**src/rtl/blink_sequencer.sv**
```systemverilog
// Tick-timed LED blink sequencer: a prescaler time base drives an IDLE/ON/OFF/DONE machine.
// Optional feature: define BLINK_REPEAT_EN to add i_repeat for continuous restart.
module blink_sequencer #(
    parameter int FRECUENCY_IN = 50_000_000,
    parameter int TICK_HZ      = 10
) (
    input  logic       i_clk_FPGA,
    input  logic       i_reset,
    input  logic       i_start,
    input  logic       i_abort,
`ifdef BLINK_REPEAT_EN
    input  logic       i_repeat,
`endif
    input  logic [3:0] i_blinks,
    input  logic [3:0] i_on_ticks,
    input  logic [3:0] i_off_ticks,
    output logic       o_led,
    output logic       o_busy,
    output logic       o_done,
    output logic       o_tick,
    output logic [3:0] o_remaining
);

    localparam int TICK_DIV = FRECUENCY_IN / TICK_HZ;
    localparam int PW       = $clog2(TICK_DIV);
    localparam logic [PW-1:0] PRESC_MAX = PW'(TICK_DIV - 1);
    localparam logic [PW-1:0] PRESC_ONE = PW'(1);

    typedef enum logic [1:0] {
        S_IDLE = 2'd0,
        S_ON   = 2'd1,
        S_OFF  = 2'd2,
        S_DONE = 2'd3
    } state_t;

    state_t        r_state;
    logic [PW-1:0] r_presc;
    logic [3:0]    r_phase;
    logic [3:0]    r_blinks;
    logic [3:0]    r_on_len;
    logic [3:0]    r_off_len;
    logic          r_led;
    logic          r_busy;
    logic          r_done;
    logic          r_tick;
    logic [3:0]    r_remaining;

    logic [PW-1:0] w_presc_nxt;
    logic          w_tick;
    logic          w_on_last;
    logic          w_off_last;
    logic          w_repeat;

    // A programmed duration of zero ticks behaves as a single tick
    function automatic logic [3:0] eff_ticks(input logic [3:0] v);
        eff_ticks = (v == 4'd0) ? 4'd1 : v;
    endfunction

`ifdef BLINK_REPEAT_EN
    assign w_repeat = i_repeat;
`else
    assign w_repeat = 1'b0;
`endif

    assign w_tick     = (r_presc == PRESC_MAX);
    assign w_on_last  = w_tick && (r_phase == (r_on_len - 4'd1));
    assign w_off_last = w_tick && (r_phase == (r_off_len - 4'd1));

    // Prescaler next value: runs only while blinking, otherwise parked at zero
    always_comb begin
        w_presc_nxt = '0;
        if (((r_state == S_ON) || (r_state == S_OFF)) && !i_abort) begin
            if (w_tick) begin
                w_presc_nxt = '0;
            end else begin
                w_presc_nxt = r_presc + PRESC_ONE;
            end
        end else begin
            w_presc_nxt = '0;
        end
    end

    // Sequencer state machine with registered outputs
    always_ff @(posedge i_clk_FPGA) begin
        if (i_reset) begin
            r_state     <= S_IDLE;
            r_presc     <= '0;
            r_phase     <= 4'd0;
            r_blinks    <= 4'd0;
            r_on_len    <= 4'd1;
            r_off_len   <= 4'd1;
            r_led       <= 1'b0;
            r_busy      <= 1'b0;
            r_done      <= 1'b0;
            r_tick      <= 1'b0;
            r_remaining <= 4'd0;
        end else begin
            r_presc <= w_presc_nxt;
            r_tick  <= (w_presc_nxt == PRESC_MAX);
            r_done  <= 1'b0;
            case (r_state)
                S_IDLE: begin
                    r_phase <= 4'd0;
                    r_led   <= 1'b0;
                    if (i_start && !i_abort) begin
                        r_blinks  <= i_blinks;
                        r_on_len  <= eff_ticks(i_on_ticks);
                        r_off_len <= eff_ticks(i_off_ticks);
                        r_busy    <= 1'b1;
                        if (i_blinks != 4'd0) begin
                            r_state     <= S_ON;
                            r_led       <= 1'b1;
                            r_remaining <= i_blinks - 4'd1;
                        end else begin
                            r_state     <= S_DONE;
                            r_done      <= 1'b1;
                            r_remaining <= 4'd0;
                        end
                    end else begin
                        r_busy      <= 1'b0;
                        r_remaining <= 4'd0;
                    end
                end
                S_ON: begin
                    if (i_abort) begin
                        r_state     <= S_IDLE;
                        r_phase     <= 4'd0;
                        r_led       <= 1'b0;
                        r_busy      <= 1'b0;
                        r_remaining <= 4'd0;
                    end else if (w_on_last) begin
                        r_state <= S_OFF;
                        r_phase <= 4'd0;
                        r_led   <= 1'b0;
                    end else if (w_tick) begin
                        r_phase <= r_phase + 4'd1;
                    end else begin
                        r_phase <= r_phase;
                    end
                end
                S_OFF: begin
                    if (i_abort) begin
                        r_state     <= S_IDLE;
                        r_phase     <= 4'd0;
                        r_led       <= 1'b0;
                        r_busy      <= 1'b0;
                        r_remaining <= 4'd0;
                    end else if (w_off_last) begin
                        r_phase <= 4'd0;
                        if (r_remaining != 4'd0) begin
                            r_state     <= S_ON;
                            r_led       <= 1'b1;
                            r_remaining <= r_remaining - 4'd1;
                        end else if (w_repeat) begin
                            // Restart from the latched blink count, skipping DONE
                            r_state     <= S_ON;
                            r_led       <= 1'b1;
                            r_remaining <= r_blinks - 4'd1;
                        end else begin
                            r_state <= S_DONE;
                            r_done  <= 1'b1;
                        end
                    end else if (w_tick) begin
                        r_phase <= r_phase + 4'd1;
                    end else begin
                        r_phase <= r_phase;
                    end
                end
                S_DONE: begin
                    r_state     <= S_IDLE;
                    r_phase     <= 4'd0;
                    r_led       <= 1'b0;
                    r_busy      <= 1'b0;
                    r_remaining <= 4'd0;
                end
                default: begin
                    r_state     <= S_IDLE;
                    r_phase     <= 4'd0;
                    r_led       <= 1'b0;
                    r_busy      <= 1'b0;
                    r_remaining <= 4'd0;
                end
            endcase
        end
    end

    assign o_led       = r_led;
    assign o_busy      = r_busy;
    assign o_done      = r_done;
    assign o_tick      = r_tick;
    assign o_remaining = r_remaining;

endmodule

```
**config.mk**
```make
export PLATFORM = sky130hd
export DESIGN_NAME = blink_sequencer
export DESIGN_NICKNAME = d
export VERILOG_FILES = /design/src/rtl/blink_sequencer.sv
export SDC_FILE = /design/constraint.sdc
export NUM_CORES = 1
export LEC_CHECK = 0
export ABC_CLOCK_PERIOD_IN_PS = 3000
export CAP_MARGIN = 20
export CORE_MARGIN = 5
export CORE_UTILIZATION = 45
export CTS_CLUSTER_SIZE = 40
export DETAILED_ROUTE_END_ITERATION = 16
export PLACE_DENSITY_LB_ADDON = 0.25
export SETUP_SLACK_MARGIN = 0.2
export SLEW_MARGIN = 20
export SYNTH_ARGS = -nofsm -noshare
export SYNTH_HDL_FRONTEND = slang
export SYNTH_SLANG_ARGS = --single-unit
export TNS_END_PERCENT = 30
```
**constraint.sdc**
```tcl
create_clock -name i_clk_FPGA -period 3 [get_ports i_clk_FPGA]
set_input_delay 0.9 -clock i_clk_FPGA [delete_from_list [all_inputs] [get_ports i_clk_FPGA]]
set_output_delay 0.9 -clock i_clk_FPGA [all_outputs]
set_load 0.01 [all_outputs]
```
After elaboration in Yosys (flattened, before gate mapping)
Index checks and enable logic that the tools add are counted.
- bits in registers: 45
- output and inout port bits: 8
- logic and storage cells: 88
- add/sub/neg operators: 6
- equality and inequality tests: 13
- multiplexer cells: 42
- reductions and logical operators: 17
- operators by type and width (operator ; number):
    4-bit two-way mux ; 13
    23-bit == test (second input constant) ; 2
    23-bit two-way mux ; 2
    23-bit by 1-bit adder with 23-bit output (second input constant) ; 1
    4-bit case mux with 4 select lines ; 1
    4-bit by 1-bit subtractor with 4-bit output (second input constant) ; 4
    1-bit two-way mux ; 14
    2-bit two-way mux ; 7
    4-bit case mux with 3 select lines ; 1
    3-bit AND reduction ; 3
    4-bit == test ; 2
    4-bit logical NOT ; 2
    2-bit case mux with 4 select lines ; 1
    4-bit nonzero test ; 2
    3-bit != test (second input constant) ; 2
    4-bit by 1-bit adder with 4-bit output (second input constant) ; 1
    2-bit == test (second input constant) ; 2
    1-bit logical AND ; 4
    2-bit != test (second input constant) ; 2
    1-bit case mux with 4 select lines ; 1
    2-bit OR reduction ; 2
    3-bit by 2-bit != test with 1-bit output (second input constant) ; 1
    1-bit case mux with 3 select lines ; 1
    2-bit by 1-bit == test with 1-bit output (second input constant) ; 1
    6 further kinds ; 6

Logic depth before layout (Yosys ltp)
Gate-level depths: netlist (run 1).
- word-level depth: 6
- mapped depth: 8
- gate-level depth less buffers: 8

Worst setup path after synthesis (run 1)
No wires, ideal clock.
- kind: register to register
- start point: register r_presc[0]
- end point: register r_tick, in the netlist o_tick
- library setup time: 0.103 ns
- arrival time: 2.051 ns
- required time: 2.897 ns
- setup slack: 0.845 ns
- cell stages (with the launch flop): 8
- cell sequence: dfxtp_1 ha_1 nand4_4 or4_4 nor3_4 mux2i_1 a32oi_1 a2111oi_2
- cells in the longest elaborated chain, start to end: 4
- ends and longest elaborated chain (what ; line ; text):
    from (decl) ; 37 ; logic [PW-1:0] r_presc;
    from (signal assigned) ; 98 ; r_presc <= w_presc_nxt;
    23-bit by 1-bit adder with 23-bit output or 23-bit == test (tied branches) ; 76, 65 ;
    23-bit two-way mux (*) ; 73 ; if (w_tick) begin
    23-bit two-way mux (*) ; 72 ; if (((r_state == S_ON) || (r_state == S_OFF)) && !i_abort) begin
    23-bit == test (*) ; 99 ; r_tick <= (w_presc_nxt == PRESC_MAX);
    to (signal assigned) ; 99 ;
    to (decl) ; 45 ; logic r_tick;
Mark *: on every way between the ends. The rest lies on a longest branch, timed or not.
A chain may end at the register's enable or synchronous reset.

Worst setup path in the final report (run 1)
Ends and elaborated chain as after synthesis.

==> results.py, run 1 <==
metrics = {
    "status": {
        "status": "finished clean",
    },
    "synth": {
        "synth_top_cell_by_area": "dfxtp_1",
        "async_flop_share_pct": 0,
        "synth_edf_count": 0,
        "synthSimpleGateAreaFrac_pct": 30.71,
        "synth-compound-area-share_pct": 13.43,
        "netlist_area_sq_mm": 0.002795,
        "synth_mux_area_share_pct": 0.7162,
        "synth_top_flop_cell": "dfxtp_1",
        "syn_area_per_cell_sq_um": 8.245,
        "syn-instance-count": 339,
        "yosysSeqAreaShare_pct": 32.23,
        "synth_fa_ha_area_share_pct": 4.924,
        "ys_warn_count": 0,
        "synthTopCellsByArea": "dfxtp_1 (32%), nor2_1 (7.0%), xnor2_1 (6.9%)",
        "synth_top_area_share_pct": 32.23,
        "synthesis.nets": 366,
        "synthXorXnorAreaFrac_pct": 12.22,
        "synth_seq_cells": 45,
        "yosys.cell_types.count": 61,
        "synth_top_family_by_area": "simple AND/OR/NAND/NOR gates",
    },
    "final_layout": {
        "layoutNonFillerInstCount": 431,
        "nets": 382,
        "drive_gt1_share_pct": 7.584,
        "n_antenna_cell": 0,
        "area_growth_pct": 12.67,
    },
    "detailed_routing": {
        "antenna_left": 0,
        "viasPerCell": 5.459,
        "dr.pass1.iters": 4,
        "wl_mm": 5.962,
        "drc": 0,
        "vias": 2353,
        "wire_per_inst_microns": 13.83,
        "first_iter_violations": 104,
    },
    "global_routing": {
        "grt_usage_pct": 16.81,
        "use_met2_pct": 27.46,
        "grt_pass1_vias": 2254,
        "top_usage_layer": "met2",
        "grt.overflow.total": 0,
        "use_met1_pct": 21.70,
        "antenna_found_initial": 0,
        "grt_max_degree": 22,
        "grt_pass1_wl_mm": 10.50,
        "grtUsageMet3_pct": 3.538,
    },
    "placement": {
        "io_buffers": 23,
        "place.gp.congestion": 0.8273,
        "dpl.cell_count": 423,
        "dp_hpwl_mm": 4.308,
    },
    "floorplan": {
        "fp-row-count": 28,
        "die_h_microns": 88.82,
        "io_pins": 24,
        "initial_core_util_pct": 46.66,
        "core_area_sq_mm": 0.005991,
        "dieArea_sq_mm": 0.007888,
        "die_x_microns": 88.82,
    },
    "timing": {
        "worst_hold_slack_ps": 475.1,
        "slew_violations": 0,
        "fin_setup_tns_ps": 0,
        "rsz0062_at_grt": "no",
        "post-route-min-period_ps": 2382,
        "slew_headroom_pct": 65.05,
        "hold_violations": 0,
        "fin_skew_ps": 10.34,
        "setup_viol": 0,
        "worstMarginPinSlew_ps": 523.1,
        "fmaxAchievable_mhz": 419.9,
        "min_period_over_period_pct": 79.39,
    },
    "min_path": {
        "hp-class": "flop to flop",
    },
    "setup_path": {
        "worstPathArrival_ps": 2590,
        "path_max_fanout": 5,
        "cp_slowest_cell": "or4_4",
        "path_class": "flop to flop",
        "crit_chain": "ha_1, nand4_4, or4_4, nor3_4, mux2i_1, a32oi_1, a2111oi_2",
        "critPathMaxStageDelay_ps": 560,
        "worstSetupStartpointType": "flop",
        "worstPathRequired_ps": 3210,
        "end_kind": "flop",
    },
    "clock_tree": {
        "cts_post_setup_buffers_inserted": 0,
        "cts_buffer_depth": 2,
        "htree_levels": 2,
        "cts_hold_buffers": 0,
        "clkTransAtPathRegs_ps": 90,
        "cts.sinks": 45,
        "numCtsBuffers": 5,
        "root_buffer": "clkbuf_8",
        "cts_resized": 0,
        "clkLatencyLatePin_ps": 310,
        "cts_tree": "built",
    },
    "flow_run": {
        "drv_cap": 0,
    },
    "power": {
        "ir_worst_vdd_mv": 0.3347,
        "p_per_area_mw_per_mm2": 542.9,
        "leakage_nw": 1.095,
    },
}
-- synth_stat cells, types with 2 or more instances --
library cell	n
a21oi_1	16
a311oi_1	2
and2_1	2
and3_1	3
and4_1	2
buf_2	3
buf_4	4
buf_6	4
clkbuf_1	6
dfxtp_1	45
ha_1	11
inv_1	13
mux2i_1	2
nand2_1	36
nand2b_1	2
nand3_1	8
nand3b_1	4
nand4_1	8
nand4_4	2
nand4b_1	3
nor2_1	52
nor2b_1	2
nor3_1	11
nor4_1	3
nor4b_1	4
o211a_1	2
o211ai_1	3
o21ai_0	9
o21ai_1	2
o221ai_1	2
o311ai_1	2
o31ai_1	3
or2_2	2
or3_1	2
xnor2_1	22
xor2_1	17
-- placed cells by master (no fill, tap or decap), types with 4 or more instances in the layout --
cell	instances
a21oi_1	16
clkbuf_8	6
clkdlybuf4s50_1	23
dfxtp_1	45
ha_1	11
inv_1	13
nand2_1	36
nand3_1	8
nand3b_1	4
nand4_1	8
nor2_1	52
nor3_1	11
nor4b_1	4
o21ai_0	9
xnor2_1	22
xor2_1	17
-- flip-flops by register name, indices dropped and copies added (netlist names) --
| register | count |
|---|---|
| r_presc | 23 |
| o_remaining | 4 |
| o_led | 1 |
| o_done | 1 |
| r_state | 2 |
| r_off_len | 4 |
| o_busy | 1 |
| r_on_len | 4 |
| o_tick | 1 |
| r_phase | 4 |
-- cell families (layout without fill, tap and decap cells) --
| family | count (synthesis) | after routing |
|---|---|---|
| simple gates | 159 | 159 |
| compound gates | 53 | 53 |
| flops | 45 | 45 |
| xor+xnor | 39 | 39 |
| buf+inv | 30 | 47 |
| fa+ha+maj | 11 | 11 |
| mux | 2 | 2 |
-- final timing paths --
check	from	endpoint	slack, ps	depth (start not counted)
setup / recovery	r_presc[0]	o_tick	620	7
hold / removal	r_off_len[3]	r_off_len[3]	480	2
setup reg to reg	r_presc[0]	o_tick	620	7
hold reg to reg	r_off_len[3]	r_off_len[3]	480	2
-- report_power, final --
part / switching [mW] / total [mW] / internal (mW) / leakage (nW)
combinational: 0.278 / 0.519 / 0.241 / 0.674
sequential: 0.0443 / 0.689 / 0.645 / 0.364
clock: 0.231 / 0.502 / 0.271 / 0.0574
total: 0.553 / 1.71 / 1.16 / 1.10
-- metrics by stage --
step	total power, mW	utilization [%]	setup slack (ps)	cell area [sq um]
after global placement	1.214	50.56	433.0	3029
final	1.710	52.57	618.3	3149
after global routing	1.827	52.57	435.5	3149
after CTS	1.717	52.57	602.8	3149
after detailed placement	1.216	50.56	324.3	3029
after floorplan	1.064	-	845.2	2795
-- area by class of cell --
| type | count | area (sq um) |
|---|---|---|
| Fill cell | 591 | 2841 |
| Multi-Input combinational cell | 264 | 1733 |
| Sequential cell | 45 | 900.9 |
| Timing Repair Buffer | 26 | 252.7 |
| Tap cell | 75 | 93.84 |
| Clock buffer | 6 | 82.58 |
| Inverter | 13 | 48.80 |
| Clock inverter | 2 | 37.54 |
-- worst max-delay path: cells and delay by family (launching register included) --
kind,cells,cell delay [ps]
compound gates,2,410
fa+ha+maj,1,280
flops,1,400
mux,1,220
simple gates,3,960
-- routing by layer --
layer  vias to the layer above  routed length, microns
met5                         -                       0
met4                         0                     109
met3                        13                     247
met2                        45                    2810
met1                      1080                    2794
li1                       1215                       -
Note: power is estimated with default switching activity, not from simulation.
==> run 2: changes to the inputs <==
--- a/config.mk
+++ b/config.mk
@@ -5,7 +5,7 @@
 export SDC_FILE = /design/constraint.sdc
 export NUM_CORES = 1
 export LEC_CHECK = 0
-export ABC_CLOCK_PERIOD_IN_PS = 3000
+export ABC_CLOCK_PERIOD_IN_PS = 2200
 export CAP_MARGIN = 20
 export CORE_MARGIN = 5
 export CORE_UTILIZATION = 45
==> constraint.sdc (replaced) <==
create_clock -name i_clk_FPGA -period 2.2 [get_ports i_clk_FPGA]
set_input_delay 0.66 -clock i_clk_FPGA [delete_from_list [all_inputs] [get_ports i_clk_FPGA]]
set_output_delay 0.66 -clock i_clk_FPGA [all_outputs]
set_load 0.01 [all_outputs]
==> results.py, run 2 (synthesized netlist as in run 1, its figures left out) <==
metrics = {
    "setup_path": {
        "r2r-end": "o_remaining[1]",
        "path_common_cell": "buf_4",
        "end_kind": "flop",
        "path_buf_inv": 2,
        "worstPathRequired_ps": 2400,
        "reg2regPathDepth": 8,
        "crit_chain": "buf_4, nor3_1, xnor2_1, nand4b_1, buf_4, o31ai_4, o221ai_1, o211a_1",
        "crit_family": "compound AO/OA/AOI/OAI gates",
        "worstPathArrival_ps": 2240,
        "worstSetupStartpointType": "flop",
        "path_max_fanout": 5,
        "cp_slowest_cell": "dfxtp_2",
        "r2r-start": "r_off_len[0]",
        "reg2reg_slack_ps": 160,
        "critPathMaxStageDelay_ps": 330,
        "path_class": "flop to flop",
        "setup.worst_path.end": "o_remaining[1]",
        "startpoint": "r_off_len[0]",
        "crit_cells": 8,
    },
    "power": {
        "swShare_pct": 32.95,
        "leakage_nw": 1.357,
        "intPower_mw": 1.575,
        "combPwrFrac_pct": 35.1,
        "power.switching_uw": 773.9,
        "p_per_area_mw_per_mm2": 637.0,
        "ir_worst_vdd_mv": 0.5066,
        "pwr-share-clk_pct": 24.8,
        "seq_power_share_pct": 40.1,
    },
    "timing": {
        "rsz0062_at_grt": "yes",
        "worstMarginPinSlew_ps": 504.2,
        "fin_setup_tns_ps": 0,
        "slew_headroom_pct": 66.31,
        "setup_viol": 0,
        "slew_violations": 0,
        "post-route-worst-setup-slack_ps": 162.4,
        "fin_skew_ps": 10.28,
        "fmaxAchievable_mhz": 490.8,
        "post-route-min-period_ps": 2038,
        "hold_violations": 0,
        "min_period_over_period_pct": 92.62,
    },
    "detailed_routing": {
        "vias": 2579,
        "wire_per_inst_microns": 14.26,
        "wl_mm": 6.804,
        "first_iter_violations": 131,
        "dr.pass1.iters": 4,
        "viasPerCell": 5.407,
        "drc": 0,
        "antenna_left": 0,
    },
    "global_routing": {
        "grt_pass1_wl_mm": 11.21,
        "antenna_found_initial": 0,
        "grt_pass1_vias": 2411,
        "grt.overflow.total": 0,
        "grt_usage_pct": 18.06,
        "grt_max_degree": 22,
    },
    "final_layout": {
        "nets": 428,
        "mostFrequentLayoutCells": "nor2_1 (50), buf_4 (45), nand2_1 (36)",
        "drive_gt1_share_pct": 29.10,
        "design_area_sq_mm": 0.003687,
        "final_common_cell": "nor2_1",
        "largest_reg_flops": 23,
        "area_growth_pct": 31.92,
        "top_register": "r_presc",
        "n_antenna_cell": 0,
    },
    "placement": {
        "place_area_sq_mm": 0.003232,
        "place_ws_ps": -4.341,
        "place.gp.congestion": 0.8581,
        "io_buffers": 23,
        "dp_hpwl_mm": 4.680,
    },
    "floorplan": {
        "initial_core_util_pct": 46.66,
        "die_x_microns": 88.82,
        "die_h_microns": 88.82,
        "fp-row-count": 28,
        "dieArea_sq_mm": 0.007888,
        "io_pins": 24,
        "core_area_sq_mm": 0.005991,
    },
    "clock_tree": {
        "root_buffer": "clkbuf_8",
        "clkLatencyLatePin_ps": 310,
        "clkTransAtPathRegs_ps": 90,
        "cts_tree": "built",
        "cts_buffer_depth": 2,
        "numCtsBuffers": 5,
        "htree_levels": 2,
        "cts.sinks": 45,
    },
    "status": {
        "status": "finished clean",
    },
    "flow_run": {
        "drv_cap": 0,
    },
    "min_path": {
        "hp-class": "flop to flop",
    },
}
[run 2: cell types whose count changed in the layout (fill, tap and decap cells not counted), moves of 3 or more]
cell / before / now
nor4b_2: 0 / 3
dfxtp_1: 45 / 24
dfxtp_2: 0 / 20
buf_6: 0 / 4
buf_4: 3 / 45
nor4b_1: 4 / 0
[run 2: through the flow]
step           total power [mW]  hold WS (ps)  util [%]  instances
2_1_floorplan             1.456         435.4         -        339
6_report                  2.349         472.7     61.55        477
3_3_place_gp              1.690         452.1     53.95        448
5_1_grt                   2.513         512.3     61.55        477
4_1_cts                   2.309         478.0     58.21        466
3_5_place_dp              1.700         454.3     53.95        448
[run 2: timing repair]
action / CTS / global route
hold buffers: 0 / 0
pin swaps: 11 / 19
gates resized for setup: 16 / 38
endpoints found under the setup margin: 15 / 31
buffers inserted: 10 / 11
[run 2: area by class of cell]
class	instances	area, sq um
Tap cell	75	93.84
Inverter	13	48.80
Sequential cell	45	929.6
Timing Repair Buffer	72	613.1
Clock inverter	1	8.758
Clock buffer	7	96.34
Multi-Input combinational cell	264	1897
Fill cell	524	2303
[run 2: worst min-delay path by stage]
stage | cells after the start | start | end | slack (ps)
after floorplan | 1 | r_presc[0] | r_presc[0] | 440
after global placement | 1 | r_presc[0] | r_presc[0] | 450
after detailed placement | 1 | r_presc[0] | r_presc[0] | 450
after CTS | 2 | r_off_len[3] | r_off_len[3] | 480
after global routing | 2 | r_off_len[3] | r_off_len[3] | 510
final | 2 | r_on_len[1] | r_on_len[1] | 470
[run 2: per-layer routing]
layer	track usage [%]	share of wire (%)	routed length (microns)	vias up
met2	30.63	50	3390	55
li1	-	-	-	1314
met1	22.70	44	2981	1194
met4	5.082	2.3	159	0
met3	4.469	4.0	272	16
met5	0	0	0	-
[run 2: power by group through the flow]
stage | Combinational (mW) | Clock (mW) | Sequential [mW]
final | 0.824 | 0.583 | 0.942
after CTS | 0.779 | 0.591 | 0.939
after floorplan | 0.492 | 0 | 0.964
after detailed placement | 0.744 | 0 | 0.955
after global placement | 0.736 | 0 | 0.955
after global routing | 0.917 | 0.643 | 0.953
[run 2: worst reg2reg max path: stages, from the launching register on]
cell and delay, ps:
dfxtp_2 330, buf_4 130, nor3_1 280, xnor2_1 200, nand4b_1 190, buf_4 190, o31ai_4 270, o221ai_1 190
o211a_1 160
==> run 3: changes to the inputs <==
--- a/config.mk
+++ b/config.mk
@@ -6,13 +6,15 @@
 export NUM_CORES = 1
 export LEC_CHECK = 0
 export ABC_CLOCK_PERIOD_IN_PS = 2200
-export CAP_MARGIN = 20
+export CELL_PAD_IN_SITES_DETAIL_PLACEMENT = 2
+export CELL_PAD_IN_SITES_GLOBAL_PLACEMENT = 2
 export CORE_MARGIN = 5
-export CORE_UTILIZATION = 45
+export CORE_UTILIZATION = 35
 export CTS_CLUSTER_SIZE = 40
 export DETAILED_ROUTE_END_ITERATION = 16
 export PLACE_DENSITY_LB_ADDON = 0.25
 export SETUP_SLACK_MARGIN = 0.2
+export SKIP_CTS_REPAIR_TIMING = 1
 export SLEW_MARGIN = 20
 export SYNTH_ARGS = -nofsm -noshare
 export SYNTH_HDL_FRONTEND = slang
==> results.py, run 3 (synthesized netlist as in run 1, its figures left out) <==
metrics = {
    "setup_path": {
        "path_class": "flop to flop",
        "path_buf_inv": 1,
        "r2r-end": "o_remaining[1]",
        "crit_family": "compound AO/OA/AOI/OAI gates",
        "worstSetupStartpointType": "flop",
        "path_max_fanout": 4,
        "worstPathRequired_ps": 2410,
        "critPathMaxStageDelay_ps": 410,
        "reg2reg_slack_ps": 20,
        "reg2regPathDepth": 8,
        "crit_chain": "inv_2, ha_4, xnor2_4, nor4_2, nand4b_1, o31ai_4, o221ai_1, o211a_1",
        "r2r-start": "r_off_len[0]",
        "worstPathArrival_ps": 2380,
        "end_kind": "flop",
        "cp_slowest_cell": "o31ai_4",
    },
    "detailed_routing": {
        "antenna_left": 0,
        "wl_mm": 8.988,
        "dr.pass1.iters": 4,
        "wire_per_inst_microns": 18.01,
        "drc": 0,
        "vias": 2641,
        "viasPerCell": 5.293,
        "first_iter_violations": 56,
    },
    "global_routing": {
        "grt_pass1_wl_mm": 14.28,
        "antenna_found_initial": 0,
        "grt_pass1_vias": 2839,
        "grtUsageMet3_pct": 2.525,
        "grt_max_degree": 22,
        "top_usage_layer": "met2",
        "grt.overflow.total": 0,
        "use_met1_pct": 21.55,
        "grt_usage_pct": 17.84,
        "use_met2_pct": 32.85,
    },
    "floorplan": {
        "core_area_sq_mm": 0.007767,
        "die_x_microns": 99.37,
        "io_pins": 24,
        "die_h_microns": 99.37,
        "dieArea_sq_mm": 0.009873,
        "fp-row-count": 32,
        "initial_core_util_pct": 35.99,
    },
    "final_layout": {
        "largest_reg_flops": 23,
        "area_growth_pct": 31.78,
        "nets": 423,
        "design_area_sq_mm": 0.003684,
        "top_register": "r_presc",
        "final_common_cell": "nor2_1",
        "mostFrequentLayoutCells": "nor2_1 (49), buf_4 (42), nand2_1 (36)",
        "fillers": 847,
        "drive_gt1_share_pct": 26.70,
        "finalCoreUtilization_pct": 47.42,
        "n_antenna_cell": 0,
    },
    "timing": {
        "slew_headroom_pct": 61.42,
        "post-route-min-period_ps": 2176,
        "rsz0062_at_grt": "yes",
        "hold_violations": 0,
        "slew_violations": 0,
        "min_period_over_period_pct": 98.91,
        "fin_setup_tns_ps": 0,
        "fin_skew_ps": 3.535,
        "fmaxAchievable_mhz": 459.5,
        "setup_viol": 0,
        "worstMarginPinSlew_ps": 577.5,
    },
    "min_path": {
        "hp-class": "flop to flop",
        "holdPathEnd": "r_on_len[1]",
        "hold_depth": 2,
        "worstHoldStart": "r_on_len[1]",
    },
    "placement": {
        "dp_hpwl_mm": 6.531,
        "io_buffers": 23,
        "place_area_sq_mm": 0.003333,
        "place.gp.congestion": 0.7899,
    },
    "clock_tree": {
        "cts.sinks": 45,
        "cts_buffer_depth": 2,
        "cts_tree": "built",
        "htree_levels": 2,
        "root_buffer": "clkbuf_8",
        "clkTransAtPathRegs_ps": 90,
        "clkLatencyLatePin_ps": 310,
        "numCtsBuffers": 5,
    },
    "flow_run": {
        "drv_cap": 0,
    },
    "status": {
        "status": "finished clean",
    },
    "power": {
        "leakage_nw": 1.336,
        "p_total_mw": 2.491,
        "ir_worst_vdd_mv": 0.3389,
        "p_per_area_mw_per_mm2": 676.3,
    },
}
-- run 3: cell types whose count changed in the layout (fill, tap and decap cells not counted), moves of 2 or more --
| cell | previous run | this run |
|---|---|---|
| xnor2_2 | 2 | 0 |
| dfxtp_2 | 20 | 14 |
| dfxtp_1 | 24 | 30 |
| buf_4 | 45 | 42 |
| buf_6 | 4 | 2 |
-- run 3: through the flow --
step | hold WS, ps | cells | worst slack (ps)
floorplan | 435.4 | 339 | 165.1
global placement | 459.3 | 484 | 66.36
detailed placement | 472.2 | 484 | -78.32
CTS | 484.7 | 492 | 13.21
global route | 510.3 | 499 | -83.45
finish | 481.1 | 499 | 23.94
-- run 3: worst max-delay path by stage --
stage | startpoint | to | slack (ps) | cells past startpoint
floorplan | r_presc[0] | o_tick | 170 | 7
global placement | i_abort | r_state[0] | 70 | 6
detailed placement | i_abort | o_led | -80 | 7
CTS | r_on_len[0] | r_phase[3] | 10 | 8
global route | r_off_len[0] | o_remaining[1] | -80 | 8
finish | r_off_len[0] | o_remaining[1] | 20 | 8
-- run 3: area by class of cell --
class                           instances  area [sq um]  area share [%]
Clock buffer                            7         86.33           2.344
Inverter                               13         48.80           1.325
Clock inverter                          1         30.03          0.8152
Multi-Input combinational cell        264          1901           51.60
Sequential cell                        45         922.1           25.03
Timing Repair Buffer                   67         568.0           15.42
Tap cell                              102         127.6           3.465
-- run 3: worst register-to-register path: cells and delay by family (launching register included) --
family,cells,cell delay [ps]
AOI/OAI and AO/OA,3,740
and+or+nand+nor,2,550
DFF,1,350
adders and majority gates,1,250
xor gates and xnor gates,1,130
buffers and inverters,1,50
-- run 3: metal layers --
metal,up-vias,wire length [microns]
li1,1293,-
met2,31,4682
met1,1307,3986
met5,-,0
met4,0,131
met3,10,189
-- run 3: power breakdown --
group          internal, mW  switching, mW  leakage (nW)
Clock                 0.371          0.311        0.0585
Combinational         0.403          0.452         0.907
Sequential            0.882         0.0705         0.370
Total                  1.66          0.834          1.34
